**src/rtl/crc_stream_arbiter_if.sv**
```systemverilog
// Stream bundle between two AXI-Stream requesters, the shared CRC engine and the stats outputs.
// The master modport is the arbiter's view; slave is the environment's view.
interface crc_stream_arbiter_if #(
   parameter int DATA_WIDTH = 32
);
   logic [DATA_WIDTH-1:0] s0_axis_tdata;
   logic                  s0_axis_tvalid;
   logic                  s0_axis_tlast;
   logic                  s0_axis_tready;
   logic [DATA_WIDTH-1:0] s1_axis_tdata;
   logic                  s1_axis_tvalid;
   logic                  s1_axis_tlast;
   logic                  s1_axis_tready;
   logic                  crc_init;
   logic [DATA_WIDTH-1:0] crc_data;
   logic                  crc_valid;
   logic                  crc_last;
   logic                  crc_done;
   logic                  crc_flag;
   logic [DATA_WIDTH-1:0] frame_count_out;
   logic [DATA_WIDTH-1:0] error_count_out;
   logic                  frame_error;
   logic                  frame_src;

   modport master (
      input  s0_axis_tdata, s0_axis_tvalid, s0_axis_tlast,
      input  s1_axis_tdata, s1_axis_tvalid, s1_axis_tlast,
      output s0_axis_tready, s1_axis_tready,
      output crc_init, crc_data, crc_valid, crc_last,
      input  crc_done, crc_flag,
      output frame_count_out, error_count_out, frame_error, frame_src
   );

   modport slave (
      output s0_axis_tdata, s0_axis_tvalid, s0_axis_tlast,
      output s1_axis_tdata, s1_axis_tvalid, s1_axis_tlast,
      input  s0_axis_tready, s1_axis_tready,
      input  crc_init, crc_data, crc_valid, crc_last,
      output crc_done, crc_flag,
      input  frame_count_out, error_count_out, frame_error, frame_src
   );
endinterface

```
**src/rtl/crc_stream_arbiter.sv**
```systemverilog
// Frame-level round-robin of two streams onto one CRC engine; beats forwarded with zero latency.
// Backpressure: tready follows enable only for the granted channel in STREAM; result stats register one cycle after done/timeout.
module crc_stream_arbiter #(
   parameter int DATA_WIDTH   = 32,
   parameter int DONE_TIMEOUT = 16
) (
   input  logic                 axis_aclk,
   input  logic                 axis_aresetn,
   input  logic                 enable,
   crc_stream_arbiter_if.master bus
);
   localparam int TW = $clog2(DONE_TIMEOUT + 1);
   localparam logic [TW-1:0]         TIMER_LAST = TW'(DONE_TIMEOUT - 1);
   localparam logic [DATA_WIDTH-1:0] CNT_MAX    = '1;
   localparam logic [DATA_WIDTH-1:0] CNT_ONE    = DATA_WIDTH'(1);

   typedef enum logic [1:0] {IDLE, INIT, STREAM, WAIT_RES} state_t;

   state_t                state_q, state_d;
   logic                  grant_q, grant_d;
   logic                  last_grant_q, last_grant_d;
   logic [TW-1:0]         timer_q, timer_d;
   logic [DATA_WIDTH-1:0] frame_cnt_q, frame_cnt_d;
   logic [DATA_WIDTH-1:0] err_cnt_q, err_cnt_d;
   logic                  frame_error_q, frame_error_d;
   logic                  frame_src_q, frame_src_d;

   logic g_vld, g_last, stream_rdy, beat_vld, finish, failed;

   always_ff @(posedge axis_aclk or negedge axis_aresetn) begin
      if (!axis_aresetn) begin
         state_q       <= IDLE;
         grant_q       <= 1'b0;
         last_grant_q  <= 1'b1;
         timer_q       <= '0;
         frame_cnt_q   <= '0;
         err_cnt_q     <= '0;
         frame_error_q <= 1'b0;
         frame_src_q   <= 1'b0;
      end else begin
         state_q       <= state_d;
         grant_q       <= grant_d;
         last_grant_q  <= last_grant_d;
         timer_q       <= timer_d;
         frame_cnt_q   <= frame_cnt_d;
         err_cnt_q     <= err_cnt_d;
         frame_error_q <= frame_error_d;
         frame_src_q   <= frame_src_d;
      end
   end

   always_comb begin
      state_d       = state_q;
      grant_d       = grant_q;
      last_grant_d  = last_grant_q;
      timer_d       = timer_q;
      frame_cnt_d   = frame_cnt_q;
      err_cnt_d     = err_cnt_q;
      frame_error_d = 1'b0;
      frame_src_d   = frame_src_q;
      finish        = 1'b0;
      failed        = 1'b0;

      // Granted channel is combinationally steered straight to the engine.
      g_vld      = grant_q ? bus.s1_axis_tvalid : bus.s0_axis_tvalid;
      g_last     = grant_q ? bus.s1_axis_tlast  : bus.s0_axis_tlast;
      stream_rdy = (state_q == STREAM) && enable;
      beat_vld   = stream_rdy && g_vld;

      bus.s0_axis_tready = stream_rdy && !grant_q;
      bus.s1_axis_tready = stream_rdy && grant_q;
      bus.crc_init       = (state_q == INIT);
      bus.crc_data       = grant_q ? bus.s1_axis_tdata : bus.s0_axis_tdata;
      bus.crc_valid      = beat_vld;
      bus.crc_last       = beat_vld && g_last;

      case (state_q)
         IDLE: begin
            if (enable && (bus.s0_axis_tvalid || bus.s1_axis_tvalid)) begin
               grant_d = (bus.s0_axis_tvalid && bus.s1_axis_tvalid) ? ~last_grant_q
                                                                   : ~bus.s0_axis_tvalid;
               state_d = INIT;
            end
         end
         INIT: state_d = STREAM;
         STREAM: begin
            if (beat_vld && g_last) begin
               state_d = WAIT_RES;
               timer_d = '0;
            end
         end
         WAIT_RES: begin
            // A result arriving on the final timeout cycle still wins over the timeout.
            if (bus.crc_done) begin
               finish      = 1'b1;
               failed      = bus.crc_flag;
               frame_src_d = grant_q;
            end else if (timer_q == TIMER_LAST) begin
               finish = 1'b1;
               failed = 1'b1;
            end else begin
               timer_d = timer_q + TW'(1);
            end
         end
         default: state_d = IDLE;
      endcase

      if (finish) begin
         state_d      = IDLE;
         last_grant_d = grant_q;
         frame_cnt_d  = (frame_cnt_q == CNT_MAX) ? frame_cnt_q : frame_cnt_q + CNT_ONE;
         if (failed) begin
            err_cnt_d     = (err_cnt_q == CNT_MAX) ? err_cnt_q : err_cnt_q + CNT_ONE;
            frame_error_d = 1'b1;
         end
      end
   end

   assign bus.frame_count_out = frame_cnt_q;
   assign bus.error_count_out = err_cnt_q;
   assign bus.frame_error     = frame_error_q;
   assign bus.frame_src       = frame_src_q;
endmodule

```
**src/flat_wrapper.sv**
```systemverilog
// flat-port wrapper written by rule: the top's interface ports become plain ports
module crc_stream_arbiter_flat 
#(
   parameter int DATA_WIDTH   = 32,
   parameter int DONE_TIMEOUT = 16
)
  (axis_aclk, axis_aresetn, enable, bus_s0_axis_tdata, bus_s0_axis_tvalid, bus_s0_axis_tlast, bus_s1_axis_tdata, bus_s1_axis_tvalid, bus_s1_axis_tlast, bus_s0_axis_tready, bus_s1_axis_tready, bus_crc_init, bus_crc_data, bus_crc_valid, bus_crc_last, bus_crc_done, bus_crc_flag, bus_frame_count_out, bus_error_count_out, bus_frame_error, bus_frame_src);
  crc_stream_arbiter_if #(.DATA_WIDTH(DATA_WIDTH)) bus_i ();
  input  logic axis_aclk;
  input  logic axis_aresetn;
  input  logic enable;
  input wire logic [$bits(bus_i.s0_axis_tdata)-1:0] bus_s0_axis_tdata;
  input wire logic [$bits(bus_i.s0_axis_tvalid)-1:0] bus_s0_axis_tvalid;
  input wire logic [$bits(bus_i.s0_axis_tlast)-1:0] bus_s0_axis_tlast;
  input wire logic [$bits(bus_i.s1_axis_tdata)-1:0] bus_s1_axis_tdata;
  input wire logic [$bits(bus_i.s1_axis_tvalid)-1:0] bus_s1_axis_tvalid;
  input wire logic [$bits(bus_i.s1_axis_tlast)-1:0] bus_s1_axis_tlast;
  output wire logic [$bits(bus_i.s0_axis_tready)-1:0] bus_s0_axis_tready;
  output wire logic [$bits(bus_i.s1_axis_tready)-1:0] bus_s1_axis_tready;
  output wire logic [$bits(bus_i.crc_init)-1:0] bus_crc_init;
  output wire logic [$bits(bus_i.crc_data)-1:0] bus_crc_data;
  output wire logic [$bits(bus_i.crc_valid)-1:0] bus_crc_valid;
  output wire logic [$bits(bus_i.crc_last)-1:0] bus_crc_last;
  input wire logic [$bits(bus_i.crc_done)-1:0] bus_crc_done;
  input wire logic [$bits(bus_i.crc_flag)-1:0] bus_crc_flag;
  output wire logic [$bits(bus_i.frame_count_out)-1:0] bus_frame_count_out;
  output wire logic [$bits(bus_i.error_count_out)-1:0] bus_error_count_out;
  output wire logic [$bits(bus_i.frame_error)-1:0] bus_frame_error;
  output wire logic [$bits(bus_i.frame_src)-1:0] bus_frame_src;
  assign bus_i.s0_axis_tdata = bus_s0_axis_tdata;
  assign bus_i.s0_axis_tvalid = bus_s0_axis_tvalid;
  assign bus_i.s0_axis_tlast = bus_s0_axis_tlast;
  assign bus_i.s1_axis_tdata = bus_s1_axis_tdata;
  assign bus_i.s1_axis_tvalid = bus_s1_axis_tvalid;
  assign bus_i.s1_axis_tlast = bus_s1_axis_tlast;
  assign bus_s0_axis_tready = bus_i.s0_axis_tready;
  assign bus_s1_axis_tready = bus_i.s1_axis_tready;
  assign bus_crc_init = bus_i.crc_init;
  assign bus_crc_data = bus_i.crc_data;
  assign bus_crc_valid = bus_i.crc_valid;
  assign bus_crc_last = bus_i.crc_last;
  assign bus_i.crc_done = bus_crc_done;
  assign bus_i.crc_flag = bus_crc_flag;
  assign bus_frame_count_out = bus_i.frame_count_out;
  assign bus_error_count_out = bus_i.error_count_out;
  assign bus_frame_error = bus_i.frame_error;
  assign bus_frame_src = bus_i.frame_src;
  crc_stream_arbiter #(.DATA_WIDTH(DATA_WIDTH), .DONE_TIMEOUT(DONE_TIMEOUT)) u_core (.axis_aclk(axis_aclk), .axis_aresetn(axis_aresetn), .enable(enable), .bus(bus_i));
endmodule
```
**config.mk**
```make
export PLATFORM = sky130hd
export DESIGN_NAME = crc_stream_arbiter_flat
export DESIGN_NICKNAME = d
export VERILOG_FILES = /design/src/rtl/crc_stream_arbiter_if.sv /design/src/rtl/crc_stream_arbiter.sv /design/src/flat_wrapper.sv
export SDC_FILE = /design/constraint.sdc
export NUM_CORES = 1
export LEC_CHECK = 0
export ABC_AREA = 1
export BUFFER_PORTS_ARGS = -buffer_cell sky130_fd_sc_hd__clkbuf_2
export CORE_MARGIN = 5
export CORE_UTILIZATION = 42
export CTS_CLUSTER_SIZE = 10
export DETAILED_ROUTE_END_ITERATION = 10
export PLACE_DENSITY = 0.72
export SLEW_MARGIN = 15
export SYNTH_ARGS = -nofsm -noshare
export SYNTH_HDL_FRONTEND = slang
export SYNTH_SLANG_ARGS = --single-unit
```
**constraint.sdc**
```tcl
create_clock -name axis_aclk -period 5.7 [get_ports axis_aclk]
set_input_delay 0.285 -clock axis_aclk [delete_from_list [all_inputs] [get_ports axis_aclk]]
set_output_delay 0.285 -clock axis_aclk [all_outputs]
set_load 0.005 [all_outputs]
```
## Word level (Yosys, flattened, before mapping)

Index checks and enable logic that the tools add are counted.

| storage, ports and cells | value |
|---|---|
| register bits after elaboration | 75 |
| input bits | 73 |
| output and inout port bits | 103 |
| logic and storage cells | 63 |

| operators by class | value |
|---|---|
| add/sub/neg operators | 3 |
| equal/unequal tests | 11 |
| muxes and demuxes | 19 |
| bitwise operators | 4 |
| reductions and logical operators | 18 |

Operators by type and width:

| operator | count |
|---|---|
| $add 32x1->32 const B | 2 |
| $eq 32x32->1 const B | 2 |
| $mux 32 | 1 |
| $mux 5 | 3 |
| $mux 1 | 10 |
| $pmux 5 s2 | 1 |
| $logic_and 1x1->1 | 7 |
| $mux 2 | 3 |
| $ne 2x2->1 const B | 3 |
| $pmux 2 s3 | 1 |
| $reduce_and 2->1 | 3 |
| $reduce_and 3->1 | 2 |
| $add 5x1->5 const B | 1 |
| $eq 5x4->1 const B | 1 |
| $eq 2x2->1 const B | 2 |
| $not 1->1 | 4 |
| $reduce_and 4->1 | 1 |
| $reduce_bool 4->1 | 1 |
| $ne 3x1->1 const B | 1 |
| $ne 3x2->1 const B | 1 |
| $eq 2x1->1 const B | 1 |
| $logic_not 2->1 | 1 |
| $reduce_bool 2->1 | 1 |
| $logic_not 1->1 | 1 |
| $logic_or 1x1->1 | 1 |

## Longest topological paths before layout

| depth | value |
|---|---|
| word-level depth | 7 |
| depth in mapped cells | 13 |
| gate-level depth less buffers | 12 |

## Worst setup path before layout

Ideal clock, no wire load.

| timing | value |
|---|---|
| path kind | flip-flop to flip-flop |
| start | reg u_core.timer_q[0] |
| end | reg u_core.err_cnt_q[11], in the netlist u_core.bus.error_count_out[11] |
| library setup time | 0.116 ns |
| data arrival time | 1.805 ns |
| data required time | 5.584 ns |
| setup slack | 3.779 ns |
| cell stages (with the launch flop) | 12 |
| path buffers | 1 |
| clock period less this slack | 1.921 ns |
| path through | dfrtp_1 > ha_1 > nand2_1 > nor2_1 > ha_1 > o21ai_0 > nor2_8 > nand2_4 > inv_4 > buf_6 > nand2_1 > nand2_1 |

| between the ends | value |
|---|---|
| word-level cells in the longest chain between the ends | 5 |
| elaborated cells between the ends (all ways) | 7 |
| classes of those cells | 1 x eq/ne; 5 x mux; 1 x reduce/logical |

RTL lines:

| element | RTL line | source |
|---|---|---|
| start, declared | crc_stream_arbiter.sv:22 | `logic [TW-1:0] timer_q, timer_d;` |
| start signal, assigned | crc_stream_arbiter.sv:44 | `timer_q <= timer_d;` |
| $eq 5x4->1 * | crc_stream_arbiter.sv:98 | `end else if (timer_q == TIMER_LAST) begin` |
| $mux 1 * | crc_stream_arbiter.sv:98 |  |
| $mux 1 | crc_stream_arbiter.sv:94 | `if (bus.crc_done) begin` |
| $mux 1 | crc_stream_arbiter.sv:77 | `case (state_q)` |
| $reduce_and 3->1 (no line) * | - |  |
| end signal, assigned | crc_stream_arbiter.sv:46 | `err_cnt_q <= err_cnt_d;` |
| end, declared | crc_stream_arbiter.sv:24 | `logic [DATA_WIDTH-1:0] err_cnt_q, err_cnt_d;` |

Every way passes the cells marked *; elsewhere a longest branch is shown, timed or not.
A chain may end at the register's enable or synchronous reset.

## Worst setup path in the final report

| timing | value |
|---|---|
| start | reg u_core.grant_q |
| end | out bus_crc_last |

| between the ends | value |
|---|---|
| word-level cells in the longest chain between the ends | 3 |
| elaborated cells between the ends (all ways) | 4 |
| classes of those cells | 2 x mux; 2 x reduce/logical |

RTL lines:

| element | RTL line | source |
|---|---|---|
| start, declared | crc_stream_arbiter.sv:20 | `logic grant_q, grant_d;` |
| start signal, assigned | crc_stream_arbiter.sv:42 | `grant_q <= grant_d;` |
| $mux 1 | crc_stream_arbiter.sv:65 | `g_vld = grant_q ? bus.s1_axis_tvalid : bus.s0_axis_tvalid;` |
| $logic_and 1x1->1 | crc_stream_arbiter.sv:68 | `beat_vld = stream_rdy && g_vld;` |
| $logic_and 1x1->1 * | crc_stream_arbiter.sv:75 | `bus.crc_last = beat_vld && g_last;` |
| end, declared | flat_wrapper.sv:23 | `output wire logic [$bits(bus_i.crc_last)-1:0] bus_crc_last;` |

Marked as above.

==> key figures <==
Run status
  • Status: finished clean

Clock tree
  • Clk pin slew, worst setup/hold paths: 0.06 ns
  • Worst-Skew Late Latency: 0.34 ns
  • Post-CTS setup buffers: 0
  • CTS Hold Buffers Added: 0
  • Max Buffers Root-to-Sink: 2
  • CTS tree: yes
  • Clock Sinks: 75
  • CTS Buf Count: 9
  • Post-CTS resize count: 0
  • Clock root buffer: clkbuf_16
  • H-tree levels: 3

Yosys
  • Syn Inst Count: 862
  • Syn Nets: 944
  • Post-synth EDFFs: 0
  • Multiplexer share of the synthesized area: 0%
  • Mapped Area: 5400 um2
  • Post-Synth XOR/XNOR Area: 4.06%
  • Mean Syn Cell Area: 6.26 um2
  • Cell variety after synth: 30
  • Register area share after synthesis: 34.8%
  • Synth top area cells: dfrtp_1 (34%), nand2_1 (31%), nor2_1 (7.3%), inv_1 (4.5%), nand3_1 (4.3%)
  • Post-Synth Simple-Gate Area: 49.6%
  • Share of the synthesized area in the top cell type: 34.3%
  • Cell with the most instances after synthesis: nand2_1
  • Largest family of logic cells by synthesized area: simple AND/OR/NAND/NOR gates
  • Complex-gate fraction of the synthesized area: 2.27%
  • Post-synthesis adder-cell area fraction: 2.09%
  • Number of warnings issued by yosys: 0
  • Most common library cells after synthesis: nand2_1 (444), nor2_1 (105), dfrtp_1 (74), inv_1 (64), nand3_1 (46)
  • Largest area contributor in the synthesized netlist: dfrtp_1
  • Synthesized flop and latch total: 75
  • Synth async-reset ratio: 100%
  • Most used DFF post-synth: dfrtp_1

Floorplanning
  • Core Area: 12600 um2
  • Chip Width: 123 um
  • Total die area: 15200 um2
  • Cell Rows: 41
  • # IOs: 176
  • Die H: 123 um
  • Initial Util: 42.8%

Placement
  • RePlAce Congestion: 0.977
  • Post-DP HPWL: 11400 um
  • Setup WS pre-CTS: 2.65 ns
  • Port bufs: 175

Global route
  • Vias in the first global route: 5179
  • Pin count of the biggest net entering global routing: 76
  • GRT Total Usage: 19.8%
  • First-pass GRT wire length: 24400 um
  • Initial antenna violation count: 0
  • Total gr overflow: 0

STA
  • Setup TNS Final: 0 ns
  • Period utilization: 56.0%
  • Final Hold Fails: 0
  • Final Max Slew Viols: 0
  • Fin Clk Skew: 0.00722 ns
  • Worst Tran Pin Value: 1.06 ns
  • RSZ-0062 raised after global routing: false
  • Worst setup margin: 2.51 ns
  • Slew HR: 29.4%
  • Fmax: 313 MHz
  • Min Tclk post-route: 3.19 ns
  • Final setup violation count: 0

Flow run
  • Max-cap violation count: 0

Detailed routing
  • WL/cell: 12.4 um
  • 1st-iter DRT viols: 443
  • Post-route antenna net violation count: 0
  • WL final: 15000 um
  • Pre-Repair DR Iteration Count: 6
  • Routed vias/inst: 4.70
  • # DRC: 0
  • Vias: 5669

Finish
  • Final layout net count: 1112
  • Area of the multi-input gates: 3130 um2
  • Share of layout cells above drive strength 1: 21.3%
  • Sequential cell area: 1880 um2
  • ANT cells: 0
  • Area grow syn2layout: 23.3%
  • Number of fill cells: 1288

Critical path
  • Crit path launch type: flop
  • WS Path Type: flop to output pin
  • Worst Path Max Fanout: 38
  • Critical Path RT: 5.41 ns
  • CP Capture Type: output pin
  • Arrival @ worst endpoint: 2.91 ns

Power and ir drop
  • Power per cell area: 271 nW/um2
  • VDD IR-drop max: 0.155 mV
  • Leakage Power: 0.00348 uW

Hold path
  • Worst Hold Class: primary input to asynchronous set/reset pin
## placed cells by master (no fill, tap or decap), types with 4 or more instances in the layout
master / count
nand2_4: 4
nand3_1: 46
inv_1: 64
nand4_1: 15
nand2_1: 444
nor2_4: 5
nor2_1: 105
nand2_2: 5
clkbuf_2: 174
ha_1: 9
xor2_1: 14
or2_2: 4
dfrtp_1: 74
nor2_2: 4
o21ai_0: 13
clkbuf_16: 9
xnor2_1: 11
nand3b_1: 7
o21ai_1: 4
## layout make-up
class,instances,area share [%]
Sequential cell,75,28.2
Multi-Input combinational cell,701,47.0
Clock buffer,10,3.44
Timing Repair Buffer,175,13.2
Tap cell,172,3.23
Clock inverter,6,0.996
Inverter,68,3.91
## routing by layer
layer / share of wire [%] / global-route usage, % / vias up / wire [um]
met2: 47 / 31.8 / 158 / 7030
li1: - / - / 2988 / -
met5: 0 / 0 / - / 0
met4: 2.3 / 5.74 / 0 / 342
met1: 45 / 26.5 / 2492 / 6740
met3: 5.8 / 4.71 / 31 / 864
## sequential cells by signal, summed over array words and instances (netlist names)
register / count
u_core.timer_q: 5
u_core.bus.frame_count_out: 32
u_core.bus.error_count_out: 32
u_core.bus.frame_src: 1
u_core.last_grant_q: 1
u_core.bus.frame_error: 1
u_core.grant_q: 1
u_core.state_q: 2
## kinds of logic after synthesis
| kind of cell | after synthesis |
|---|---|
| and+or+nand+nor | 644 |
| xor gates and xnor gates | 25 |
| DFF | 75 |
| AOI/OAI and AO/OA | 23 |
| adders and majority gates | 9 |
| buffers and inverters | 86 |
## where the power goes
part | internal, uW | leakage [uW] | switching (uW)
clock network | 339 | 0.000135 | 234
registers | 581 | 0.00103 | 85.1
logic | 229 | 0.00232 | 335
total | 1150 | 0.00348 | 654
## critical path, stage by stage, from the launching register on
cell      delay [ns]
dfrtp_1         1.04
inv_1           0.81
a21boi_0        0.51
nor2_1          0.07
clkbuf_2        0.12
## stage by stage
step	hold WS, ns	instance area, um2	utilization (%)	total power, uW	instances
3_3_place_gp	0.472	6360	50.4	1240	1191
5_1_grt	0.186	6660	52.7	1930	1207
3_5_place_dp	0.484	6360	50.4	1250	1191
2_1_floorplan	-0.0106	5400	-	1020	862
6_report	0.0854	6660	52.7	1800	1207
4_1_cts	0.141	6660	52.7	1830	1207
## path summary, 6_finish.rpt
| kind | from | to | slack [ns] | cells after the start |
|---|---|---|---|---|
| worst min-delay path | axis_aresetn | u_core.bus.error_count_out[3]$_DFFE_PN0P_ | 0.09 | 1 |
| worst min register to register | u_core.last_grant_q$_DFFE_PN1P_ | u_core.last_grant_q$_DFFE_PN1P_ | 0.50 | 2 |
| worst max-delay path | u_core.grant_q$_DFFE_PN0P_ | bus_crc_last | 2.51 | 4 |
| worst max register to register | u_core.grant_q$_DFFE_PN0P_ | u_core.timer_q[4]$_DFFE_PN0P_ | 2.70 | 5 |
| min in group axis_aclk | bus_crc_done | u_core.bus.frame_src$_DFFE_PN0P_ | 0.19 | 2 |
| max in group asynchronous | axis_aresetn | u_core.bus.frame_count_out[24]$_DFFE_PN0P_ | 4.96 | 1 |
Power figures use the tool's default switching activity.
